## src/rtl/ccm_requester.sv

```systemverilog
// rtl/ccm_requester.sv - LSU-side initiator for the ccm_controller request port
// One transaction in flight; reads time out after TIMEOUT wait cycles with an error response.
module ccm_requester #(
   parameter int ADDR_WIDTH = 11,
   parameter int DATA_WIDTH = 32,
   parameter int TIMEOUT    = 8,
   parameter int CNT_WIDTH  = 16
) (
   input  logic                  i_clk,
   input  logic                  i_rst,
   input  logic                  i_req_valid,
   output logic                  o_req_ready,
   input  logic                  i_req_we,
   input  logic [ADDR_WIDTH-1:0] i_req_addr,
   input  logic [DATA_WIDTH-1:0] i_req_wdata,
   output logic                  o_resp_valid,
   input  logic                  i_resp_ready,
   output logic [DATA_WIDTH-1:0] o_resp_rdata,
   output logic                  o_resp_err,
   output logic                  o_cntlr_rd,
   output logic [ADDR_WIDTH-1:0] o_cntlr_raddr,
   input  logic [DATA_WIDTH-1:0] i_cntlr_rd_data,
   input  logic                  i_cntlr_rd_valid,
   output logic                  o_cntlr_wr,
   output logic [ADDR_WIDTH-1:0] o_cntlr_waddr,
   output logic [DATA_WIDTH-1:0] o_cntlr_wr_data,
   output logic                  o_stray_rd_valid,
   output logic [CNT_WIDTH-1:0]  o_rd_count,
   output logic [CNT_WIDTH-1:0]  o_wr_count
);

   localparam int             WCW     = $clog2(TIMEOUT);
   localparam logic [WCW-1:0] W_LAST  = WCW'(TIMEOUT - 1);

   typedef enum logic [1:0] {S_IDLE, S_WRITE, S_RD_WAIT, S_RESP} state_t;

   state_t                r_state,       w_state;
   logic [WCW-1:0]        r_wcnt,        w_wcnt;
   logic                  r_cntlr_rd,    w_cntlr_rd;
   logic                  r_cntlr_wr,    w_cntlr_wr;
   logic [ADDR_WIDTH-1:0] r_raddr,       w_raddr;
   logic [ADDR_WIDTH-1:0] r_waddr,       w_waddr;
   logic [DATA_WIDTH-1:0] r_wr_data,     w_wr_data;
   logic                  r_resp_valid,  w_resp_valid;
   logic [DATA_WIDTH-1:0] r_resp_rdata,  w_resp_rdata;
   logic                  r_resp_err,    w_resp_err;
   logic [CNT_WIDTH-1:0]  r_rd_count,    w_rd_count;
   logic [CNT_WIDTH-1:0]  r_wr_count,    w_wr_count;

   always_comb begin
      w_state      = r_state;
      w_wcnt       = r_wcnt;
      w_cntlr_rd   = 1'b0;
      w_cntlr_wr   = 1'b0;
      w_raddr      = r_raddr;
      w_waddr      = r_waddr;
      w_wr_data    = r_wr_data;
      w_resp_valid = r_resp_valid;
      w_resp_rdata = r_resp_rdata;
      w_resp_err   = r_resp_err;
      w_rd_count   = r_rd_count;
      w_wr_count   = r_wr_count;
      case (r_state)
         S_IDLE: begin
            if (i_req_valid) begin
               if (i_req_we) begin
                  w_cntlr_wr = 1'b1;
                  w_waddr    = i_req_addr;
                  w_wr_data  = i_req_wdata;
                  w_state    = S_WRITE;
               end else begin
                  w_cntlr_rd = 1'b1;
                  w_raddr    = i_req_addr;
                  w_wcnt     = '0;
                  w_state    = S_RD_WAIT;
               end
            end
         end
         S_WRITE: begin
            w_wr_count = r_wr_count + CNT_WIDTH'(1);
            w_state    = S_IDLE;
         end
         S_RD_WAIT: begin
            // The first RD_WAIT cycle is the strobe cycle itself, so a zero-latency reply is caught.
            if (i_cntlr_rd_valid) begin
               w_resp_valid = 1'b1;
               w_resp_rdata = i_cntlr_rd_data;
               w_resp_err   = 1'b0;
               w_rd_count   = r_rd_count + CNT_WIDTH'(1);
               w_state      = S_RESP;
            end else if (r_wcnt == W_LAST) begin
               w_resp_valid = 1'b1;
               w_resp_rdata = '0;
               w_resp_err   = 1'b1;
               w_rd_count   = r_rd_count + CNT_WIDTH'(1);
               w_state      = S_RESP;
            end else begin
               w_wcnt = r_wcnt + WCW'(1);
            end
         end
         S_RESP: begin
            if (i_resp_ready) begin
               w_resp_valid = 1'b0;
               w_state      = S_IDLE;
            end
         end
         default: w_state = S_IDLE;
      endcase
   end

   always_ff @(posedge i_clk) begin
      if (i_rst) begin
         r_state      <= S_IDLE;
         r_wcnt       <= '0;
         r_cntlr_rd   <= 1'b0;
         r_cntlr_wr   <= 1'b0;
         r_raddr      <= '0;
         r_waddr      <= '0;
         r_wr_data    <= '0;
         r_resp_valid <= 1'b0;
         r_resp_rdata <= '0;
         r_resp_err   <= 1'b0;
         r_rd_count   <= '0;
         r_wr_count   <= '0;
      end else begin
         r_state      <= w_state;
         r_wcnt       <= w_wcnt;
         r_cntlr_rd   <= w_cntlr_rd;
         r_cntlr_wr   <= w_cntlr_wr;
         r_raddr      <= w_raddr;
         r_waddr      <= w_waddr;
         r_wr_data    <= w_wr_data;
         r_resp_valid <= w_resp_valid;
         r_resp_rdata <= w_resp_rdata;
         r_resp_err   <= w_resp_err;
         r_rd_count   <= w_rd_count;
         r_wr_count   <= w_wr_count;
      end
   end

   assign o_req_ready      = (r_state == S_IDLE);
   assign o_resp_valid     = r_resp_valid;
   assign o_resp_rdata     = r_resp_rdata;
   assign o_resp_err       = r_resp_err;
   assign o_cntlr_rd       = r_cntlr_rd;
   assign o_cntlr_raddr    = r_raddr;
   assign o_cntlr_wr       = r_cntlr_wr;
   assign o_cntlr_waddr    = r_waddr;
   assign o_cntlr_wr_data  = r_wr_data;
   assign o_stray_rd_valid = i_cntlr_rd_valid && (r_state != S_RD_WAIT);
   assign o_rd_count       = r_rd_count;
   assign o_wr_count       = r_wr_count;

endmodule

```

## config.mk

```make
export PLATFORM = sky130hd
export DESIGN_NAME = ccm_requester
export DESIGN_NICKNAME = d
export VERILOG_FILES = /design/src/rtl/ccm_requester.sv
export SDC_FILE = /design/constraint.sdc
export NUM_CORES = 1
export LEC_CHECK = 0
export ABC_AREA = 0
export BUFFER_PORTS_ARGS = -buffer_cell sky130_fd_sc_hd__clkbuf_2
export CORE_MARGIN = 5
export CORE_UTILIZATION = 47
export DETAILED_ROUTE_END_ITERATION = 10
export PLACE_DENSITY_LB_ADDON = 0.1
export SYNTH_ARGS = -nofsm -noshare
export SYNTH_HDL_FRONTEND = slang
export SYNTH_SLANG_ARGS = --single-unit
```

## constraint.sdc

```tcl
create_clock -name i_clk -period 2.3 [get_ports i_clk]
set_input_delay 0.575 -clock i_clk [delete_from_list [all_inputs] [get_ports i_clk]]
set_output_delay 0.575 -clock i_clk [all_outputs]
set_load 0.005 [all_outputs]
```

Word-level counts from Yosys, hierarchy flattened
Cells that the tools add are included.

Logic and storage cells: 63. Bits in registers: 127. Input bits: 81. Output and inout bits: 124.

$add $sub $neg: 3. Muxes and demuxes: 22. Equality and inequality tests: 11. Reduce and logical (&&, ||, !) cells: 12. Bitwise operators: 3.

Operators with widths (number): $mux 32 (2); $add 16x1->16 const B (2); $mux 16 (2); $mux 3 (4); $ne 2x2->1 const B (6); $reduce_and 3->1 (4); $mux 2 (5); $pmux 2 s4 (1); $mux 1 (6); $pmux 3 s2 (1); $reduce_bool 2->1 (3); $reduce_and 5->1 (1); $eq 2x2->1 const B (2); $add 3x1->3 const B (1); $eq 3x3->1 const B (1); $ne 3x3->1 const B (1); $not 1->1 (3); $reduce_or 3->1 (1); $eq 2x1->1 const B (1); $logic_not 2->1 (1); $pmux 1 s2 (1); $reduce_and 2->1 (1); $logic_and 1x1->1 (1).

Logic depth before layout (Yosys ltp)
Depth after elaboration: 4. Gate-level depth with buffers: 8.

Least setup slack after synthesis
Ideal clock, no wire load.

Path kind: register -> register. Start: reg r_wcnt[0]. End: reg r_rd_count[15], in the netlist o_rd_count[15]. Data arrival time: 1.888 ns. Period minus slack after synthesis: 1.958 ns. Data required time: 2.230 ns. Path buffers: 1. Slack: 0.342 ns. Setup time: 0.070 ns. Cell stages (with the launch flop): 8. Cells stage by stage: dfxtp_1 > ha_1 > ha_1 > nor2_1 > or4b_1 > buf_2 > or4_1 > a21oi_1.

Cells in the longest elaborated chain, start to end: 3.

Ends and longest elaborated chain: from (decl) (RTL line 38) `logic [WCW-1:0] r_wcnt, w_wcnt;`; from (signal assigned) (RTL line 127) `r_wcnt <= w_wcnt;`; $eq 3x3->1 (RTL line 91) `end else if (r_wcnt == W_LAST) begin`; $reduce_bool 2->1 (no source line); $reduce_and 2->1 (no source line); to (signal assigned) (RTL line 136) `r_rd_count <= w_rd_count;`; to (decl) (RTL line 47) `logic [CNT_WIDTH-1:0] r_rd_count, w_rd_count;`.

No other way between the ends. A chain may end at the register's enable or synchronous reset.

Worst setup path in the final report
Ends and elaborated chain as after synthesis.

==> impl_metrics.csv <==
group,metric,value,unit
status,status,"finished clean",
route,first_pass_iters,4,
power_and_ir_drop,finalPower,5.36,mW
clocking,cts_hold_buf,0,
final_layout,final_cell_mix,"clkbuf_2, dfxtp_1, nand2_1, a21oi_1, nor2_1",
worst_setup_path,cp.required,2.74,ns
clocking,htreeDepth,4,
clocking,numCtsBuffers,17,
worst_setup_path,cp_max_fo,10,
route,via_per_inst,5.11,
worst_setup_path,critPathBufInv,0,
floorplanning,design.portCount,205,
global_routing,grt_pass1_vias,4311,
timing,slew_viol_final,0,
timing,final_hold_viol_count,0,
timing,worst_slew_margin_rel,68.5,%
clocking,clk_path_buf_depth,2,
global_routing,grt_first_pass_wirelength,19.9,mm
worst_setup_path,cp_common_cell,"ha_1",
synth,synth_nets,640,
timing,setup_viol,0,
final_layout,layout-drive-gt1-share,32.6,%
synth,synth_top_area_cell,"dfxtp_1",
floorplanning,die_w,110,um
synth,ys_warn_count,0,
floorplanning,core,0.00977,mm2
route,routed_wl,12.8,mm
synth,synth_edf_count,0,
power_and_ir_drop,powerDensity,831,mW/mm2
worst_setup_path,worst_setup_path_end_kind,"flop",
global_routing,grt_use_total,20.9,%
route,drt_iter0_markers,258,
clocking,cts_tree,"built",
clocking,post_cts_resize_count,0,
timing,setup-tns-final,0,ns
synth,synth_seq_cells,127,
worst_setup_path,crit_chain,"ha_1 -> ha_1 -> nor2_1 -> or4b_1 -> or4_1 -> a21oi_1",
placed_design,dpl.hpwl,9.40,mm
worst_setup_path,crit_path_max_incr_delay,0.62,ns
clocking,cts.sinks,127,
worst_setup_path,cpMaxStageDelayCell,"or4b_1",
synth,synth_area,0.00471,mm2
timing,rsz0062_at_grt,"no",
synth,async_reset_ff_share,0,%
floorplanning,floorplan.rows,36,
timing,whs,0.283,ns
timing,tightest_slew,0.471,ns
route,drc,0,
final_layout,fillers,829,
worst_setup_path,crit_family,"simple AND/OR/NAND/NOR gates",
floorplanning,die_h,110,um
route,vias,4580,
worst_setup_path,path_class,"flop to flop",
placed_design,globalplace.congestion,0.811,
final_layout,syn2layout_area_growth,36.8,%
floorplanning,dieArea,0.0121,mm2
clocking,clkLatencyLatePin,0.51,ns
clocking,clkTransAtPathRegs,0.06,ns
final_layout,nets,837,
final_layout,multiInputGateArea,0.00202,mm2
route,wl_per_cell,14.3,um
power_and_ir_drop,power_leakage,2.86,nW
synth,syn_inst,555,
synth,synthTopCellsByArea,"dfxtp_1, nand2_1, a21oi_1",
synth,ys_seq_area_share,53.9,%
clocking,root_buffer,"clkbuf_8",
timing,max_freq,0.466,GHz
timing,finalCritPeriodShare,93.4,%
final_layout,final_common_cell,"clkbuf_2",
synth,synth_ff_type,"dfxtp_1",
synth,synth.avg_cell_area,8.49,um2
final_layout,seqCellArea,0.00254,mm2
floorplanning,initial_core_util,48.2,%
power_and_ir_drop,vdd_ir_drop_max,0.000414,V
timing,finClkSkew,0.00409,ns
final_layout,antenna_cells,0,
timing,period_minus_slack,2.15,ns
worst_setup_path,startpoint_type,"flop",
flow_run,cap_violations,0,
placed_design,io_buffers,204,
synth,yosysTopAreaCellShare,53.9,%
hold_path,hold_path_class,"input pin to flop",
global_routing,grt_max_degree,47,
clocking,post_cts_buffers,0,
synth,synth_cell_types,36,
global_routing,antenna_found_initial,0,
worst_setup_path,cp.arrival,2.59,ns
global_routing,grt_remaining_overflow,0,
route,antenna_left,0,
-- worst register-to-register path, delay by kind of cell, from the launching register on --
family	cells	cell delay (ns)
compound gates	1	0.14
fa+ha+maj	2	0.34
flops	1	0.36
simple gates	3	1.24
-- worst paths after layout --
kind	slack (ns)	end	cells past startpoint	startpoint
worst max register to register	0.15	o_rd_count[15]	6	r_wcnt[0]
worst min-delay path	0.28	o_cntlr_wr_data[25]	3	i_req_wdata[25]
worst min register to register	0.45	o_cntlr_wr_data[5]	2	o_cntlr_wr_data[5]
worst max-delay path	0.15	o_rd_count[15]	6	r_wcnt[0]
-- synth_stat cells, types with 3 or more instances --
master and n:
xor2_1 12, nor2b_1 4, clkbuf_1 34, or4_1 4, or3_1 7, a21oi_1 72
nand3_1 9, nor2_1 62, and2_1 6, a22oi_1 32, inv_1 4, mux2i_1 3
nor3_1 3, nand2_1 120, nand4_1 9, o21ai_0 7, ha_1 4, xnor2_1 4
o31ai_1 4, dfxtp_1 127, nand2b_1 4
-- power breakdown --
part | total (mW) | internal (mW) | switching, mW
Clock | 2.53 | 1.63 | 0.896
Combinational | 0.491 | 0.221 | 0.270
Sequential | 2.34 | 2.29 | 0.0489
Total | 5.36 | 4.15 | 1.22
-- state kept, by name, summed over array words and instances, names as in the netlist, 2 cells and up --
register,flops
o_cntlr_wr_data,32
o_rd_count,16
r_state,2
o_cntlr_waddr,11
r_wcnt,3
o_resp_rdata,32
o_wr_count,16
o_cntlr_raddr,11
-- kinds of logic after synthesis --
family          synth area share, %
simple gates                   22.5
compound gates                 15.3
buf+inv                        3.29
mux                           0.876
fa+ha+maj                      1.06
xor+xnor                       2.97
flops                          53.9
-- stage by stage --
| stage | cell area, um2 | instances | worst slack, ns | util [%] |
|---|---|---|---|---|
| 5_1_grt | 6450 | 896 | 0.0338 | 66.0 |
| 4_1_cts | 6450 | 896 | 0.151 | 66.0 |
| 3_5_place_dp | 5890 | 866 | 0.167 | 60.2 |
| 3_3_place_gp | 5890 | 866 | 0.189 | 60.2 |
| 6_report | 6450 | 896 | 0.153 | 66.0 |
| 2_1_floorplan | 4710 | 555 | 0.342 | - |
-- layout make-up --
class | instances | area share [%]
inverters | 4 | 0.233
flip-flops and latches | 127 | 39.4
clock inverters | 7 | 1.32
clock buffers | 23 | 7.39
well taps | 133 | 2.58
multi-input cells | 387 | 31.3
repair buffers | 215 | 17.7
-- metal layers --
| layer | part of all wire (%) | GRT usage (%) | vias up | wire [um] |
|---|---|---|---|---|
| met1 | 40 | 25.0 | 2108 | 5150 |
| met3 | 10 | 8.62 | 20 | 1310 |
| met4 | 1.6 | 8.36 | 0 | 201 |
| met5 | 0 | 0 | - | 0 |
| li1 | - | - | 2287 | - |
| met2 | 48 | 33.3 | 165 | 6130 |
Note: power is estimated with default switching activity, not from simulation.
